===== src/rtl/spi_pkg.sv =====
// rtl/spi_pkg.sv - shared types and constants for the SPI register responder
// Purpose: FSM state type, command-byte layout and byte width used by the
//          responder top level.
// Ports:   none (package)
package spi_pkg;

  typedef enum logic [1:0] {IDLE, CMD, DATA} spi_rsp_state_t;

  // Bit of the command byte that selects read (1) or write (0).
  localparam int CMD_RW_BIT = 7;
  localparam int SPI_BYTE_W = 8;

endpackage


===== src/rtl/spi_sync_edge.sv =====
// rtl/spi_sync_edge.sv - multi-flop synchronizer with rise/fall pulse outputs
// Purpose: brings one asynchronous SPI pin into the clk domain and flags its
//          edges by comparing the last two synchronized samples.
// Ports:   clk, rst_n  - system clock, async active-low reset
//          din         - asynchronous pin
//          q           - synchronized level
//          rise, fall  - 1-clk pulses on synchronized edges
module spi_sync_edge #(
  parameter int   SYNC_FF = 2,
  parameter logic RST_VAL = 1'b0
) (
  input  logic clk,
  input  logic rst_n,
  input  logic din,
  output logic q,
  output logic rise,
  output logic fall
);

  logic [SYNC_FF-1:0] sync_r;
  logic               q_d;

  always_ff @(posedge clk or negedge rst_n) begin
    if (!rst_n) begin
      sync_r <= {SYNC_FF{RST_VAL}};
      q_d    <= RST_VAL;
    end else begin
      sync_r <= {sync_r[SYNC_FF-2:0], din};
      q_d    <= sync_r[SYNC_FF-1];
    end
  end

  assign q    = sync_r[SYNC_FF-1];
  assign rise = q & ~q_d;
  assign fall = ~q & q_d;

endmodule


===== src/rtl/spi_reg_responder.sv =====
// rtl/spi_reg_responder.sv - SPI mode-0 responder with byte-wide register bank
// Purpose: decodes {rw, addr} command byte, then streams data bytes with an
//          auto-incrementing, wrapping address; fabric sees the whole bank,
//          a write-notify strobe and has its own local write port.
// Ports:   clk, rst_n               - system clock, async active-low reset
//          ss_n, sclk, mosi         - SPI pins (asynchronous)
//          miso, miso_tri           - serial out, tri-state request
//          regs_q                   - flattened bank, byte i at [8i+7:8i]
//          wr_stb, wr_addr, wr_data - SPI write notification
//          lw_en, lw_addr, lw_data  - fabric local write port
//          busy                     - transaction selected
module spi_reg_responder
  import spi_pkg::*;
#(
  parameter int NREG    = 16,
  parameter int SYNC_FF = 2
) (
  input  logic                    clk,
  input  logic                    rst_n,
  input  logic                    ss_n,
  input  logic                    sclk,
  input  logic                    mosi,
  output logic                    miso,
  output logic                    miso_tri,
  output logic [8*NREG-1:0]       regs_q,
  output logic                    wr_stb,
  output logic [$clog2(NREG)-1:0] wr_addr,
  output logic [7:0]              wr_data,
  input  logic                    lw_en,
  input  logic [$clog2(NREG)-1:0] lw_addr,
  input  logic [7:0]              lw_data,
  output logic                    busy
);

  localparam int AW = $clog2(NREG);

  logic ss_s, ss_rise, ss_fall;
  logic sclk_s, sclk_rise, sclk_fall;
  logic mosi_s, mosi_rise, mosi_fall;

  spi_sync_edge #(.SYNC_FF(SYNC_FF), .RST_VAL(1'b1)) u_sync_ss (
    .clk(clk), .rst_n(rst_n), .din(ss_n), .q(ss_s), .rise(ss_rise), .fall(ss_fall)
  );
  spi_sync_edge #(.SYNC_FF(SYNC_FF), .RST_VAL(1'b0)) u_sync_sclk (
    .clk(clk), .rst_n(rst_n), .din(sclk), .q(sclk_s), .rise(sclk_rise), .fall(sclk_fall)
  );
  spi_sync_edge #(.SYNC_FF(SYNC_FF), .RST_VAL(1'b0)) u_sync_mosi (
    .clk(clk), .rst_n(rst_n), .din(mosi), .q(mosi_s), .rise(mosi_rise), .fall(mosi_fall)
  );

  // Only the sclk edges and the mosi level matter to the protocol.
  logic unused_sync;
  assign unused_sync = &{1'b0, sclk_s, mosi_rise, mosi_fall};

  spi_rsp_state_t          state;
  logic [2:0]              bit_cnt;
  logic [SPI_BYTE_W-1:0]   rx_sr;
  logic [SPI_BYTE_W-1:0]   tx_sr;
  logic [AW-1:0]           addr;
  logic                    rw;
  logic [SPI_BYTE_W-1:0]   regs [NREG];

  logic [SPI_BYTE_W-1:0]   rx_next;
  logic                    byte_done;
  logic [AW-1:0]           cmd_addr;
  logic [AW-1:0]           addr_inc;
  logic                    spi_commit;

  assign rx_next   = {rx_sr[SPI_BYTE_W-2:0], mosi_s};
  assign byte_done = (bit_cnt == 3'd7);
  assign cmd_addr  = rx_next[AW-1:0];
  assign addr_inc  = addr + AW'(1);

  // A deselect in the same clk as the last rising edge discards the byte.
  assign spi_commit = (state == DATA) && !rw && sclk_rise && byte_done && !ss_rise;

  assign busy     = ~ss_s;
  assign miso_tri = ss_s;

  always_ff @(posedge clk or negedge rst_n) begin
    if (!rst_n) begin
      state   <= IDLE;
      bit_cnt <= '0;
      rx_sr   <= '0;
      tx_sr   <= '0;
      addr    <= '0;
      rw      <= 1'b0;
      miso    <= 1'b0;
      wr_stb  <= 1'b0;
      wr_addr <= '0;
      wr_data <= '0;
    end else begin
      wr_stb <= 1'b0;
      if (ss_rise) begin
        state   <= IDLE;
        bit_cnt <= '0;
        miso    <= 1'b0;
      end else begin
        unique case (state)
          IDLE: begin
            if (ss_fall) begin
              state   <= CMD;
              bit_cnt <= '0;
            end
          end
          CMD, DATA: begin
            if (sclk_rise) begin
              rx_sr   <= rx_next;
              bit_cnt <= bit_cnt + 3'd1;
              if (byte_done) begin
                if (state == CMD) begin
                  state <= DATA;
                  rw    <= rx_next[CMD_RW_BIT];
                  addr  <= cmd_addr;
                  // Preloaded even for writes; never shifted out unless rw.
                  tx_sr <= regs[cmd_addr];
                end else begin
                  addr <= addr_inc;
                  if (rw) begin
                    tx_sr <= regs[addr_inc];
                  end else begin
                    wr_stb  <= 1'b1;
                    wr_addr <= addr;
                    wr_data <= rx_next;
                  end
                end
              end
            end else if (sclk_fall && (state == DATA) && rw) begin
              // First fall after a load presents bit7; later falls shift.
              miso  <= tx_sr[SPI_BYTE_W-1];
              tx_sr <= {tx_sr[SPI_BYTE_W-2:0], 1'b0};
            end
          end
          default: state <= IDLE;
        endcase
      end
    end
  end

  // Local write first so a same-address SPI commit overrides it.
  always_ff @(posedge clk or negedge rst_n) begin
    if (!rst_n) begin
      for (int i = 0; i < NREG; i++) regs[i] <= '0;
    end else begin
      if (lw_en)      regs[lw_addr] <= lw_data;
      if (spi_commit) regs[addr]    <= rx_next;
    end
  end

  for (genvar g = 0; g < NREG; g++) begin : g_flat
    assign regs_q[8*g +: 8] = regs[g];
  end

endmodule

===== config.mk =====
export PLATFORM = sky130hd
export DESIGN_NAME = spi_reg_responder
export DESIGN_NICKNAME = d
export VERILOG_FILES = /design/src/rtl/spi_pkg.sv /design/src/rtl/spi_sync_edge.sv /design/src/rtl/spi_reg_responder.sv
export SDC_FILE = /design/constraint.sdc
export NUM_CORES = 1
export LEC_CHECK = 0
export CAP_MARGIN = 20
export CORE_MARGIN = 2
export CORE_UTILIZATION = 25
export DETAILED_ROUTE_END_ITERATION = 8
export PLACE_DENSITY = 0.45
export SKIP_LAST_GASP = 1
export SLEW_MARGIN = 20
export SYNTH_ARGS = -nofsm -noshare
export SYNTH_HDL_FRONTEND = slang
export SYNTH_SLANG_ARGS = --single-unit

===== constraint.sdc =====
create_clock -name clk -period 4.1 [get_ports clk]
set_input_delay 0.615 -clock clk [delete_from_list [all_inputs] [get_ports clk]]
set_output_delay 0.615 -clock clk [all_outputs]
set_load 0.05 [all_outputs]

==> flow_summary.ini <==
[clock_network]
clkLatencyLatePin_ns = 0.45
cts_setup_buffers = 0
max-clock-path-buffers = 2
cts.repair.resized = 0
cts_tree = yes
htree_num_levels = 4
clockRootBuffer = sky130_fd_sc_hd__clkbuf_16
clk_pin_slew_worst_paths_ns = 0.08
cts_sinks = 175
cts_buffers = 17
cts-hold-fix-buffers = 0

[finish]
finalNetCount = 1135
area_growth_syn_to_layout_pct = 27.1
final_core_util_pct = 32.1
fraction_of_layout_cells_with_a_size_suffix_above_1_pct = 12.2
diodes = 0

[yosys]
yosys_reg_bits = 175
synth_top_area_share_pct = 41.9
synth.cell_area_um2 = 10300
synth-seq-area-share_pct = 42.7
synth-edff-count = 0
synthDistinctLibCells = 45
mappedNetlistNets = 1004
yosys.area.top_type = sky130_fd_sc_hd__dfrtp_1
yosysWarnings = 0
postSynthAreaPerCell_um2 = 10.5
synth_ff_type = sky130_fd_sc_hd__dfrtp_1
netlist_top_cells_area = sky130_fd_sc_hd__dfrtp_1, sky130_fd_sc_hd__mux2i_1, sky130_fd_sc_hd__mux4_2
synth_instances = 974
async_flop_share_pct = 100

[pwr]
power.switching_fraction_pct = 45.3
power.switching_w = 0.00348
intPower_w = 0.00421
p_clk_share_pct = 23.5
p_per_area_nw_per_um2 = 588
vdd.ir_drop.worst_v = 0.000260
pwr-share-comb_pct = 40.5
seqPwrFrac_pct = 35.9
leakage_power_nw = 5.50

[placement]
place_congestion = 0.814
port-buffer-count = 161
dp_hpwl_um = 29700

[critical_path]
critical_path_fanout_max = 33
end_kind = register
worstPathRequired_ns = 4.42
crit_path_start_kind = register
signal_arrival_time_at_the_worst_endpoint_ns = 3.22
timing.setup.critical_path_class = reg2reg

[sta]
period_needed_ns = 2.90
final_hold_viols = 0
rsz_0062_raised_after_global_routing = no
post-route-period-util_pct = 70.8
setup-violations-final = 0
fmax_mhz = 344
final.setup.tns_ns = 0
worst_slew_margin_rel_pct = 23.9
max_slew_violation_count = 0
tightestPinTransition_ns = 1.14
worst_clock_skew_ns = 0.0142

[job]
max_cap_viols = 0

[grt]
grt_remaining_overflow = 0
maximum_number_of_pins_on_one_net_before_global_route_repair = 96
grt_antenna_before_repair = 0
grt_pass1_wl_um = 60300
first_global_vias = 8256
track_usage_pct = 19.7

[route]
finalWirelength_um = 41800
routed-via-count = 8509
via_per_inst = 5.16
routedWlPerCell_um = 25.4
detail_route.first_pass.iterations = 7
drt_iter0_markers = 724
number_of_remaining_drc_errors = 0
drt.antenna.violating_nets = 0

[min_path]
hp-class = in2async

[floorplanning]
fp.dieArea_um2 = 42700
die_w_um = 207
die_height_um = 207
core_um2 = 40700
ios = 162
initial_core_utilization_pct = 25.2
core.rowCount = 74

[status]
outcome = complete, no violations
-- through the flow --
step | hold slack, ns | instances | worst slack [ns] | power (W) | instance area (um2)
2_1_floorplan | 0.319 | 974 | 0.838 | 0.00453 | 10300
3_3_place_gp | 0.337 | 1616 | 1.08 | 0.00590 | 12400
3_5_place_dp | 0.339 | 1617 | 1.07 | 0.00592 | 12400
4_1_cts | 0.348 | 1649 | 1.18 | 0.00774 | 13000
5_1_grt | 0.0673 | 1650 | 1.06 | 0.00800 | 13100
6_report | 0.0628 | 1650 | 1.20 | 0.00769 | 13100
-- layout make-up --
type / instances / area, um2
clock buffers: 19 / 453
clock inverters: 13 / 174
fillers: 4178 / 27700
inverters: 7 / 26.3
multi-input cells: 717 / 5500
flip-flops and latches: 175 / 4390
well taps: 532 / 666
repair buffers: 187 / 1850
-- flip-flops by register name, summed over array words and instances (netlist names), 2 cells and up --
| name | cells |
|---|---|
| regs_q | 128 |
| rx_sr | 7 |
| wr_addr | 4 |
| u_sync_mosi.sync_r | 2 |
| tx_sr | 8 |
| u_sync_sclk.sync_r | 2 |
| state | 2 |
| bit_cnt | 3 |
| wr_data | 8 |
| u_sync_ss.sync_r | 2 |
| addr | 4 |
-- power groups by stage --
stage / Clock (W) / Combinational, W / Sequential [W]
floorplan: 0 / 0.00113 / 0.00340
global placement: 0 / 0.00310 / 0.00280
detailed placement: 0 / 0.00312 / 0.00280
CTS: 0.00184 / 0.00313 / 0.00277
global route: 0.00191 / 0.00328 / 0.00281
finish: 0.00181 / 0.00312 / 0.00276
-- logic make-up after synthesis --
kind of cell | after synthesis | synth area share, %
muxes | 256 | 30.0
and+or+nand+nor | 245 | 10.4
AOI/OAI and AO/OA | 202 | 11.3
DFF | 175 | 42.7
buffers and inverters | 82 | 3.86
adders and majority gates | 12 | 1.46
xor gates and xnor gates | 2 | 0.244
-- Yosys cell counts (all sizes together), types with 5 or more instances --
master    n
dfrtp   172
nand2b    6
mux4     40
o221ai    7
mux2     18
a31oi     5
ha       12
a22o      7
a21oi   142
a221oi    7
inv       7
a22oi    10
nor2b     6
clkbuf   26
nor3      7
buf      49
mux2i   198
nand3     7
nand2    59
nor2    146
o21ai    11
-- final timing paths --
kind                                            start                    end  slack (ns)  cells past startpoint
worst max-delay path                          addr[0]               tx_sr[0]        1.20                      8
worst min-delay path                            rst_n             regs_q[36]        0.06                      1
worst max register to register                addr[0]               tx_sr[0]        1.20                      8
worst min register to register  u_sync_mosi.sync_r[0]  u_sync_mosi.sync_r[1]        0.35                      0
max in group asynchronous                       rst_n  u_sync_mosi.sync_r[1]        3.02                      3
min in group clk                u_sync_mosi.sync_r[0]  u_sync_mosi.sync_r[1]        0.35                      0
-- metal layers --
layer	global-route usage, %	part of all wire (%)	up-vias
li1	-	-	3808
met1	26.2	43	4380
met2	33.9	51	285
met3	2.97	4.7	36
met4	4.69	1.3	0
met5	0	0	-
-- worst max-delay path, stage by stage (launching register included) --
cell	delay (ns)
sky130_fd_sc_hd__dfrtp_1	0.37
sky130_fd_sc_hd__buf_4	0.32
sky130_fd_sc_hd__inv_1	0.17
sky130_fd_sc_hd__ha_2	0.37
sky130_fd_sc_hd__buf_12	0.26
sky130_fd_sc_hd__mux4_2	0.56
sky130_fd_sc_hd__mux4_2	0.47
sky130_fd_sc_hd__mux2i_1	0.14
sky130_fd_sc_hd__o31ai_1	0.08
-- cell usage in the layout, fill, tap and decap left out, types with 17 or more instances in the layout --
cell type and count:
sky130_fd_sc_hd__mux4_2 40, sky130_fd_sc_hd__nor2_1 145, sky130_fd_sc_hd__mux2_2 18, sky130_fd_sc_hd__dfrtp_1 171, sky130_fd_sc_hd__mux2i_1 198, sky130_fd_sc_hd__buf_4 22, sky130_fd_sc_hd__a21oi_1 142, sky130_fd_sc_hd__clkdlybuf4s50_1 160
sky130_fd_sc_hd__clkbuf_16 17, sky130_fd_sc_hd__nand2_1 59
Power figures use the tool's default switching activity.
